**src/rtl/if_fetch_stage.sv**
```systemverilog
// Instruction-fetch stage and IF/ID pipeline register for the five-stage MIPS core.
// Defining IF_FETCH_STALL_CNT_EN adds a saturating StallCount output.
module if_fetch_stage #(
    parameter logic [31:0] RESET_PC  = 32'h0000_0000,
    parameter logic [31:0] NOP_INSTR = 32'h0000_0000
) (
    input  logic        clk,
    input  logic        reset,
    input  logic        PCWrite,
    input  logic        IF_ID_Write,
    input  logic        BranchTaken,
    input  logic [31:0] BranchAddr,
    input  logic        Jump,
    input  logic [31:0] JumpAddr,
    output logic        imem_req,
    output logic [31:0] imem_addr,
    input  logic [31:0] imem_rdata,
    input  logic        imem_ready,
`ifdef IF_FETCH_STALL_CNT_EN
    output logic [31:0] StallCount,
`endif
    output logic [31:0] PC,
    output logic [31:0] IF_ID_PC4,
    output logic [31:0] IF_ID_Instr,
    output logic        IF_ID_Valid
);

    typedef enum logic [1:0] {
        stateFetch = 2'd0,
        stateHold  = 2'd1,
        stateDrop  = 2'd2
    } fetchState_t;

    fetchState_t state;
    fetchState_t nextState;
    logic [31:0] nextPc;
    logic [31:0] holdBuf;
    logic        captureHold;
    logic        redirect;
    logic [31:0] target;
    logic        avail;
    logic [31:0] fetchWord;
    logic [31:0] pcPlus4;

    assign redirect  = PCWrite & (Jump | BranchTaken);
    assign target    = Jump ? JumpAddr : BranchAddr;
    assign avail     = ((state == stateFetch) & imem_ready) | (state == stateHold);
    assign fetchWord = (state == stateHold) ? holdBuf : imem_rdata;
    assign pcPlus4   = PC + 32'd4;

    // Request is gated by reset so nothing issues until the cycle after deassertion.
    assign imem_req  = ~reset & (state != stateHold);
    assign imem_addr = PC;

    always_ff @(posedge clk or posedge reset) begin
        if (reset) begin
            state   <= stateFetch;
            PC      <= RESET_PC;
            holdBuf <= '0;
        end else begin
            state <= nextState;
            PC    <= nextPc;
            if (captureHold) begin
                holdBuf <= imem_rdata;
            end
        end
    end

    always_comb begin
        nextState   = state;
        nextPc      = PC;
        captureHold = 1'b0;
        case (state)
            stateFetch: begin
                if (redirect) begin
                    nextPc    = target;
                    nextState = imem_ready ? stateFetch : stateDrop;
                end else if (imem_ready) begin
                    if (IF_ID_Write & PCWrite) begin
                        nextPc = pcPlus4;
                    end else begin
                        nextState   = stateHold;
                        captureHold = 1'b1;
                    end
                end
            end
            stateHold: begin
                if (redirect) begin
                    nextPc    = target;
                    nextState = stateFetch;
                end else if (IF_ID_Write & PCWrite) begin
                    nextPc    = pcPlus4;
                    nextState = stateFetch;
                end
            end
            stateDrop: begin
                // The stale response cannot be cancelled; wait it out, tracking new targets.
                if (redirect) begin
                    nextPc = target;
                end
                if (imem_ready) begin
                    nextState = stateFetch;
                end
            end
            default: begin
                nextState = stateFetch;
            end
        endcase
    end

    // PC4 is left untouched on bubbles and squashes; only Instr and Valid mark them.
    always_ff @(posedge clk or posedge reset) begin
        if (reset) begin
            IF_ID_Instr <= NOP_INSTR;
            IF_ID_PC4   <= '0;
            IF_ID_Valid <= 1'b0;
        end else if (IF_ID_Write) begin
            if (redirect) begin
                IF_ID_Instr <= NOP_INSTR;
                IF_ID_Valid <= 1'b0;
            end else if (avail & PCWrite) begin
                IF_ID_Instr <= fetchWord;
                IF_ID_PC4   <= pcPlus4;
                IF_ID_Valid <= 1'b1;
            end else begin
                IF_ID_Instr <= NOP_INSTR;
                IF_ID_Valid <= 1'b0;
            end
        end
    end

`ifdef IF_FETCH_STALL_CNT_EN
    always_ff @(posedge clk or posedge reset) begin
        if (reset) begin
            StallCount <= '0;
        end else if ((~PCWrite | ~IF_ID_Write) && (StallCount != 32'hFFFF_FFFF)) begin
            StallCount <= StallCount + 32'd1;
        end
    end
`endif

endmodule

```
**config.mk**
```make
export PLATFORM = sky130hd
export DESIGN_NAME = if_fetch_stage
export DESIGN_NICKNAME = d
export VERILOG_FILES = /design/src/rtl/if_fetch_stage.sv
export SDC_FILE = /design/constraint.sdc
export NUM_CORES = 1
export LEC_CHECK = 0
export ABC_AREA = 1
export CAP_MARGIN = 20
export CORE_ASPECT_RATIO = 1.1
export CORE_UTILIZATION = 45
export DETAILED_ROUTE_END_ITERATION = 10
export GPL_ROUTABILITY_DRIVEN = 1
export GPL_TIMING_DRIVEN = 0
export HOLD_SLACK_MARGIN = 0.05
export PLACE_DENSITY_LB_ADDON = 0.25
export SLEW_MARGIN = 10
export SYNTH_ARGS = -nofsm -noshare
export SYNTH_HDL_FRONTEND = slang
export SYNTH_SLANG_ARGS = --single-unit
```
**constraint.sdc**
```tcl
create_clock -name clk -period 11.3 [get_ports clk]
set_clock_uncertainty 0.05 [all_clocks]
set_input_delay 1.695 -clock clk [delete_from_list [all_inputs] [get_ports clk]]
set_output_delay 1.695 -clock clk [all_outputs]
set_load 0.05 [all_outputs]
```
==> reports/results.txt <==
Final Cycle Share -> 0.4357
Ys async rst share -> 1.000
Seq/Total Area, Yosys -> 0.4558
Critical Path RT -> 9.56 ns
Clock Sinks -> 131
Worst r2r path cells -> 9
Primary FF master, synth -> dfrtp_1
RSZ-0062 raised after global routing -> no
Placer congestion estimate -> 0.9084
CTS tree -> built
Nets -> 1,324
Crit. End Element -> output port
Worst Path Buf+Inv -> 2
H-tree Lvls -> 4
Critical path's most frequent cell -> clkdlybuf4s50_1
Reg2reg start -> PC[2]
Final slew viol count -> 0
GRT Util Overall -> 0.2619
Commonest non-fill, non-tap cell in the layout -> nand2_1
Starting density of the core -> 0.4588
Die Ht -> 134.6 µm
Distinct cell type count after synthesis -> 30
CORE AREA -> 0.01568 mm²
Clock-pin slew on the worst setup and hold paths -> 0.07 ns
Initial antenna violation count -> 0
MaxCap Viol Count -> 0
CP Max Fanout -> 2
Grt ovf -> 0
Final setup vio count -> 0
Setup CP Type -> in -> out
Total Power -> 2.277 mW
First-pass GRT wire length -> 33,310 µm
CP cell instances -> clkdlybuf4s50_1, a21oi_1, clkdlybuf4s50_1
WL per Instance -> 14.52 µm
Die width -> 122.5 µm
Crit path from -> reset
Root buf cell -> clkbuf_16
Clk buf depth -> 2
Syn avg cell area -> 7.414 µm²
Full die area -> 0.01649 mm²
Clock latency on the worst-skew pair -> 0.41 ns
Post-route cell area -> 0.01037 mm²
Port bufs -> 230
DR DRC count -> 0
N_diodes -> 0
Antenna-violating nets left -> 0
Worst path slowest cell -> clkdlybuf4s50_1
Area Growth Syn to Fin -> 44.17%
Drt initial violations -> 464
Largest net degree at the start of global routing -> 67
DRT Wirelength -> 20,810 µm
Post-synthesis instance total -> 970
Vias in the first global route -> 6,751
Actual slew at the worst max-slew pin -> 0.7668 ns
Rows -> 48
Fill count -> 1,393
Worst path max stage delay -> 0.84 ns
Tmin final -> 4.924 ns
PwrDens -> 219.6 mW/mm²
Syn nets -> 1,074
Setup TNS -> 0 ns
1st-pass router iterations -> 7
Via count -> 6,977
P_leak -> 4.942 nW
Fmax -> 203.1 MHz
Max VDD drop -> 0.1274 mV
Status -> finished clean
Post-CTS Setup Inserts -> 0
Hold-fix buffers at CTS -> 0
Final Hold Viols -> 0
Slew headroom -> 0.4888
Post-synthesis register bit count -> 131
Synth warnings -> 0
Number of gates resized after cts -> 0
Worst setup endpoint -> imem_req
Reg2Reg Capture Point -> PC[16]
Critical Path Stages -> 3
Startpoint types -> input port
Layout cells sized above 1 -> 0.1030
Boundary Pins -> 233
Reg2Reg Setup Slack -> 9.32 ns
Worst Hold Class -> reg -> reg
Post-synth EDFFs -> 0
Post-DP HPWL -> 16,100 µm
Via-to-Cell Ratio -> 4.869
Synthesized area -> 0.007192 mm²
Most frequent cells in the layout -> nand2_1 (341), clkdlybuf4s50_1 (230), dfrtp_1 (131), inv_1 (116), o21ai_0 (92)
Placed inst area -> 0.009777 mm²
CP Data Arrival Time -> 3.18 ns
CTS Buf Count -> 17
Gate family responsible for the most delay along the worst path -> buffers and inverters
-- sequential cells by signal, indices dropped and copies added, names as in the netlist --
name         cells
IF_ID_Valid      1
PC              32
IF_ID_PC4       32
IF_ID_Instr     32
holdBuf         32
state            2
-- tightest hold or removal path, stage by stage, from the launching register on --
cell and delay, ns:
dfrtp_1 0.34, nand2_1 0.05, nand2_1 0.05
-- cell usage after synthesis (6+ instances only) --
library cell,number,area (µm²)
nand3_1,67,335.3
xor2_1,7,61.31
o21ai_1,6,30.03
buf_4,38,285.3
clkbuf_1,18,67.56
nand2_1,341,1280
o22ai_2,19,237.7
nor2_1,59,221.5
o21ai_0,92,460.4
buf_2,18,90.09
o22ai_1,13,81.33
a31oi_1,12,75.07
inv_1,117,439.2
dfrtp_1,131,3278
-- layout make-up --
class,instances,area (µm²),share of cell area
inverter,119,451.7,0.04356
buffer,81,508.0,0.04899
sequential,131,3278,0.3162
clock buffer,17,425.4,0.04103
clock inverter,15,166.4,0.01605
timing repair buffer,231,2330,0.2247
tap,200,250.2,0.02413
multi-input combinational,639,2959,0.2854
-- metrics by stage --
step	hold WS, ns	utilization	std cells	setup WS (ns)
CTS	0.4287	0.6615	1433	6.375
floorplan	0.3979	-	970	6.057
global route	0.4473	0.6615	1433	6.355
detailed placement	0.4124	0.6237	1401	6.389
global placement	0.4052	0.6216	1400	4.120
finish	0.4251	0.6615	1433	6.376
-- cell families after synthesis --
| group | count (synthesis) | share of synthesized area |
|---|---|---|
| compound gates | 151 | 0.1334 |
| xor+xnor | 7 | 0.008525 |
| fa+ha+maj | 1 | 0.001739 |
| buf+inv | 200 | 0.1327 |
| flops | 131 | 0.4558 |
| mux | 2 | 0.002784 |
| simple gates | 478 | 0.2650 |
-- how the worst min path moves through the flow --
stage                 startpoint           end  slack (ns)  cells past startpoint
floorplan             holdBuf[0]    holdBuf[0]        0.40                      2
global placement    IF_ID_PC4[1]  IF_ID_PC4[1]        0.41                      2
detailed placement  IF_ID_PC4[6]  IF_ID_PC4[6]        0.41                      2
CTS                 IF_ID_PC4[6]  IF_ID_PC4[6]        0.43                      2
global route        IF_ID_PC4[6]  IF_ID_PC4[6]        0.45                      2
finish              IF_ID_PC4[3]  IF_ID_PC4[3]        0.43                      2
-- routing by layer --
layer / share of wire / GRT usage
met5: 0 / 0
met4: 0.018 / 0.09011
met3: 0.059 / 0.04688
met2: 0.51 / 0.4669
met1: 0.41 / 0.3139
-- report_power, final --
part / leakage, nW / switching, mW / internal [mW]
Clock: 0.282 / 0.223 / 0.330
Sequential: 1.66 / 0.107 / 0.585
Combinational: 3.00 / 0.670 / 0.361
Total: 4.94 / 0.999 / 1.28
Note: power is estimated with default switching activity, not from simulation.
